**src/rtl/cu_out_collector.sv**
```systemverilog
// cu_out_collector: buffers cu output rows in a FIFO and streams them out in lane beats
module cu_out_collector #(
    parameter int ARRAY_HEIGHT  = 16,
    parameter int IN_DATA_WIDTH = 16,
    parameter int OUT_LANES     = 4,
    parameter int FIFO_DEPTH    = 8,
    parameter int LOG2_DEPTH    = 3
) (
    input  logic                                  clk,
    input  logic                                  rst_n,
    input  logic [ARRAY_HEIGHT*IN_DATA_WIDTH-1:0] i_data_bus,
    input  logic                                  i_data_valid,
    input  logic                                  i_over,
    input  logic                                  i_ready,
    output logic [OUT_LANES*IN_DATA_WIDTH-1:0]    o_data,
    output logic                                  o_valid,
    output logic                                  o_last,
    output logic                                  o_tile_done,
    output logic                                  o_almost_full,
    output logic                                  o_overflow,
    output logic                                  o_err
);
    localparam int BEATS     = ARRAY_HEIGHT / OUT_LANES;
    localparam int BEAT_W    = (BEATS > 1) ? $clog2(BEATS) : 1;
    localparam int ROW_W     = ARRAY_HEIGHT * IN_DATA_WIDTH;
    localparam int BEAT_BITS = OUT_LANES * IN_DATA_WIDTH;
    localparam int CNT_W     = LOG2_DEPTH + 1;
    localparam logic [BEAT_W-1:0] LAST_BEAT = BEAT_W'(BEATS - 1);
    localparam logic [CNT_W-1:0]  DEPTH_C   = CNT_W'(FIFO_DEPTH);
    localparam logic [CNT_W-1:0]  AF_C      = CNT_W'(FIFO_DEPTH - 2);

    logic [ROW_W-1:0]      r_mem [FIFO_DEPTH];
    logic [LOG2_DEPTH-1:0] r_wr_ptr;
    logic [LOG2_DEPTH-1:0] r_rd_ptr;
    logic [CNT_W-1:0]      r_count;
    logic [CNT_W-1:0]      r_pend_cnt;
    logic [BEAT_W-1:0]     r_beat;
    logic                  r_pending;
    logic                  r_tile_done;
    logic                  r_almost_full;
    logic                  r_overflow;
    logic                  r_err;
    logic [CNT_W-1:0]      w_count_nxt;
    logic [ROW_W-1:0]      w_head;
    logic                  w_empty;
    logic                  w_full;
    logic                  w_last;
    logic                  w_hs;
    logic                  w_pop;
    logic                  w_push;
    logic                  w_clear;

    // Handshake, push/pop decisions and the occupancy the next edge will hold
    always_comb begin
        w_empty     = (r_count == '0);
        w_full      = (r_count == DEPTH_C);
        w_last      = (r_beat == LAST_BEAT);
        w_hs        = ~w_empty & i_ready;
        w_pop       = w_hs & w_last;
        w_push      = i_data_valid & (~w_full | w_pop);
        w_count_nxt = r_count + CNT_W'(w_push) - CNT_W'(w_pop);
        w_clear     = r_pending & w_pop & (r_pend_cnt == CNT_W'(1));
        w_head      = r_mem[r_rd_ptr];
    end

    assign o_valid       = ~w_empty;
    assign o_last        = ~w_empty & w_last;
    assign o_data        = w_empty ? '0 : w_head[int'(r_beat)*BEAT_BITS +: BEAT_BITS];
    assign o_tile_done   = r_tile_done;
    assign o_almost_full = r_almost_full;
    assign o_overflow    = r_overflow;
    assign o_err         = r_err;

    // Row storage; contents are don't-care until the pointers say otherwise
    always_ff @(posedge clk) begin
        if (w_push) r_mem[r_wr_ptr] <= i_data_bus;
    end

    // Pointers, occupancy, beat counter and the backpressure/overflow flags
    always_ff @(posedge clk) begin
        if (!rst_n) begin
            r_wr_ptr      <= '0;
            r_rd_ptr      <= '0;
            r_count       <= '0;
            r_beat        <= '0;
            r_almost_full <= 1'b0;
            r_overflow    <= 1'b0;
        end else begin
            if (w_push) r_wr_ptr <= r_wr_ptr + 1'b1;
            if (w_pop) r_rd_ptr <= r_rd_ptr + 1'b1;
            if (w_hs) r_beat <= w_last ? '0 : r_beat + 1'b1;
            if (i_data_valid & ~w_push) r_overflow <= 1'b1;
            r_count       <= w_count_nxt;
            r_almost_full <= (w_count_nxt >= AF_C);
        end
    end

    // Tile-end tracking: count down the rows queued at i_over, pulse done when they are gone
    always_ff @(posedge clk) begin
        if (!rst_n) begin
            r_pending   <= 1'b0;
            r_pend_cnt  <= '0;
            r_tile_done <= 1'b0;
            r_err       <= 1'b0;
        end else begin
            r_tile_done <= 1'b0;
            if (w_clear) begin
                r_pending   <= 1'b0;
                r_tile_done <= 1'b1;
            end else if (r_pending & w_pop) begin
                r_pend_cnt <= r_pend_cnt - 1'b1;
            end
            if (i_over) begin
                if (r_pending & ~w_clear) begin
                    r_err <= 1'b1;
                end else if (w_count_nxt == '0) begin
                    r_tile_done <= 1'b1;
                end else begin
                    r_pending  <= 1'b1;
                    r_pend_cnt <= w_count_nxt;
                end
            end
        end
    end
endmodule

```
**config.mk**
```make
export PLATFORM = sky130hd
export DESIGN_NAME = cu_out_collector
export DESIGN_NICKNAME = d
export VERILOG_FILES = /design/src/rtl/cu_out_collector.sv
export SDC_FILE = /design/constraint.sdc
export NUM_CORES = 2
export LEC_CHECK = 0
export ABC_AREA = 1
export CORE_MARGIN = 1
export CORE_UTILIZATION = 40
export DETAILED_ROUTE_END_ITERATION = 10
export GPL_TIMING_DRIVEN = 0
export SYNTH_ARGS = -nofsm -noshare
export SYNTH_HDL_FRONTEND = slang
export SYNTH_SLANG_ARGS = --single-unit
```
**constraint.sdc**
```tcl
create_clock -name clk -period 18.45 [get_ports clk]
set_input_delay 3.69 -clock clk [delete_from_list [all_inputs] [get_ports clk]]
set_output_delay 3.69 -clock clk [all_outputs]
set_load 0.005 [all_outputs]
```
==> results list <==
* Starting utilization of the core area: 40.3%
- In this run, placement finished with an instance count of 10300.
- The worst setup path is launched from a register.
- Hold_sp: r_rd_ptr[2]$_SDFFE_PN0N_
* Violated checks: capacitance limit, slew limit
- A synthesized cell averages around 12 µm².
* Period Utilization, post-route: between 40 and 50%
* Post-route cell area: between 90000 and 100000 µm²
* Total cell area at the placement stage: approximately 92000 µm²
- Maximum number of pins on one net before global-route repair: 26
- Number of global-route vias before repair: approximately 55000
- Total power for the finished layout comes to ~11 mW.
* Proportion of total power due to net switching: around 28%
- Hold-fix buffer count after cts: 0
- In this run the number of H-tree levels came out at 4.
- Buffers added to address setup during post-CTS repair amount to 0.
* Crit. End Element: output port
* CP Cell Sequence: buf_4, clkbuf_1, buf_2, nand3_1, nand3_1, nand2_1, nand2_1, nand2_1, nor2_1, nor2_1, clkdlybuf4s50_1
* CP peak stage delay: 1200 ps
* Power per Cell Area: 116 nW/µm²
- After floorplanning, the core was divided into ~170 placement rows.
- Leading cell type in the layout, fill and taps excluded: sky130_fd_sc_hd__nand2_1
- Total net switching power: approximately 3.2 mW
* Max Clock Skew: just over 30 ps
- In the final routed layout, each cell accounts on average for 28.0 µm.
- Synthesis produced 7050 cells.
- The initial antenna violation count was slightly below 90.
- Summed over all layers, the global routing overflow is 0.
* DIE AREA: 211000 µm²
- Drc violations: 0
- NumNets Final: around 8000
- Total standard cell area after synthesis: ~84000 µm²
* Pre-CTS setup slack: approximately 11000 ps
* Critical setup path kind: reg2out
- Across the VDD grid, the largest voltage drop is approximately 0.099 mV.
* Yosys Warn Count: 0
- The first routing iteration left approximately 8700 violations.
- Unrepaired setup endpoints after global routing: no
- Fill cell count: about 19000
* Fraction of power consumed by sequential logic: between 40% and 50%
- At the later pin of the worst-skew pair, clock insertion delay measures between 800 and 900 ps.
- Pins over their slew limit: 33
- From bottom edge to top edge, the die measures 459 µm.
- Net Count, Synth: ~7300
* Average vias per placed instance: around 5.6
- Of all nets on the critical path, the largest fanout is 10.
- Bufs on Longest Clock Path: 3
- Across all setup checks in the final design, the least slack found is between 9000 and 10000 ps.
* Commonest cells after routing, fill and taps aside: sky130_fd_sc_hd__nand2_1, sky130_fd_sc_hd__edfxtp_1, sky130_fd_sc_hd__nand3_1, sky130_fd_sc_hd__clkdlybuf4s50_1, sky130_fd_sc_hd__buf_2
- HPWL after detailed placement: around 210000 µm
- The count of nets left with antenna violations once routing finished came out at 0.
- Maximum clock rate: between 100 and 150 MHz
* Worst slew margin relative to its limit: -7.72%
- Gates resized during post-CTS repair numbered 0.
- Routability congestion estimate from global placement: ~0.93
- Leakage power: between 30 and 40 nW
* Worst reg2reg startpoint: r_count[2]$_SDFF_PN0_
- Worst-path clk slew: about 60 ps
* Cell type of the slowest stage on the worst timing path: sky130_fd_sc_hd__clkbuf_1
- Data on the critical path is required at its endpoint by approximately 15000 ps.
- Internal power of the cells: between 8 and 9 mW
- Number of synthesized register bits: about 2100
* Port-buffer cells: 330
* GRT Resource Usage Total: about 28%
- The routed design has 299000 µm of wire.
- TritonCTS built the clock tree.
- Die W: between 400 and 500 µm
* Hold Path Class: reg2reg
* Synth-to-Final Area Change: 18.6%
- Sequential elements use 74.2% of the synthesized area.
- Sink count of the clock tree: slightly above 2000
- Logic pwr share: 16.3%
- Number of failing hold endpoints at the final stage: 0
* Clock share of power: 35.9%
* Run status: finished, violations left
* Number of top-level pins: about 330
- Library cell used as clock root buffer: sky130_fd_sc_hd__clkbuf_16
* Crit-path most repeated cell: sky130_fd_sc_hd__nand2_1
- In this run, CTS created clock tree buffers numbering between 200 and 250.
- Number of max-capacitance violations reported: 3
- The first TritonRoute pass finished after 6 iterations.
- The clock period could shrink to roughly 8700 ps.
- Worst slew pin tran: roughly 1600 ps
* Critical path data arrival time: approximately 5000 ps
- Sequential cell area in the final layout: 62000 µm²
- The post-route netlist has approximately 8.8% of its cells at a drive strength greater than 1.
- The total area inside the core boundary comes to 207000 µm².
* Number of distinct library cells after synthesis: 28
- The count of cells in the finished layout, fillers not included, comes to approximately 11000.
- Summing all multi-input logic gate instances after layout gives 19200 µm².
* Post-route setup TNS: 0 ps
- Final-report setup violation count: 0
- First-pass GRT wire length: around 410000 µm
- Detailed routing inserted a total of 59900 vias.
==> path summary, 6_finish.rpt <==
| kind | to | slack, ps | cells past startpoint |
|---|---|---|---|
| setup / recovery | o_data[19] | 9740 | 11 |
| hold / removal | r_rd_ptr[2]$_SDFFE_PN0N_ | 450 | 1 |
| setup reg to reg | r_mem[4][159]$_DFFE_PP_ | 14200 | 13 |
| hold reg to reg | r_rd_ptr[2]$_SDFFE_PN0N_ | 450 | 1 |
==> per-layer routing <==
layer	part of all wire, %	vias to the layer above	global-route usage, %
met1	39	29400	37.5
met5	0.12	-	0
met4	5.7	56	15.2
li1	-	26100	-
met2	44	3697	41.3
met3	11	650	6.66
==> Yosys cell counts (all sizes together) <==
| library cell | number | area share (%) |
|---|---|---|
| fa | 1 | 0.024 |
| and2 | 1 | 0.0075 |
| dfxtp | 24 | 0.58 |
| a21oi | 24 | 0.14 |
| xor2 | 3 | 0.031 |
| a31oi | 1 | 0.0075 |
| edfxtp | 2048 | 74 |
| buf | 350 | 2.3 |
| nand2 | 2674 | 12 |
| nand4 | 4 | 0.030 |
| or2 | 2 | 0.015 |
| o21ai | 10 | 0.060 |
| nand3 | 1627 | 9.8 |
| o22ai | 1 | 0.0075 |
| clkbuf | 96 | 0.43 |
| nor2 | 144 | 0.65 |
| a21boi | 1 | 0.0090 |
| ha | 10 | 0.15 |
| clkinv | 1 | 0.0045 |
| inv | 27 | 0.13 |
| xnor2 | 1 | 0.010 |
==> area by class of cell <==
type,instances,area share [%]
repair buffers,429,5.43
plain buffers,446,2.31
clock buffers,265,5.51
well taps,2788,3.52
clock inverters,115,1.06
multi-input cells,4504,19.4
inverters,28,0.111
diodes,39,0.0985
flip-flops and latches,2072,62.6
==> cells by family (layout without fill, tap and decap cells) <==
logic type      Yosys count  in the layout  share of synthesized area (%)
simple gates           4452           4452                           22.5
flops                  2072           2072                           74.2
buf+inv                 474           1283                           2.87
compound gates           37             37                          0.228
fa+ha+maj                11             11                          0.174
xor+xnor                  4              4                         0.0420
other cells               0             39                              0
==> state kept, by name, indices dropped and copies added, names as in the netlist, named ones only <==
register	count
r_rd_ptr	3
o_overflow	1
r_pending	1
o_err	1
o_almost_full	1
r_wr_ptr	3
o_tile_done	1
r_pend_cnt	4
r_count	4
r_mem	2048
r_beat	2
==> power by group through the flow <==
stage	sequential, mW	combinational (mW)	clock [mW]
4_1_cts	5.48	1.83	4.13
6_report	5.48	1.87	4.12
2_1_floorplan	5.68	0.700	0
3_3_place_gp	5.81	1.72	0
3_5_place_dp	5.58	1.82	0
5_1_grt	5.50	1.93	4.30
==> worst max-delay path, delay by kind of cell, from the launching register on <==
| kind | cells | cell delay, ps |
|---|---|---|
| flops | 1 | 310 |
| buf+inv | 4 | 2440 |
| simple gates | 7 | 1380 |
==> through the flow <==
| stage | utilization, % | hold slack, ps |
|---|---|---|
| finish | 47.8 | 451 |
| global route | 47.8 | 468 |
| CTS | 47.7 | 451 |
| detailed placement | 44.6 | 437 |
| floorplan | - | 412 |
| global placement | 43.6 | 432 |
No activity file was read; power rests on OpenSTA's default activity.
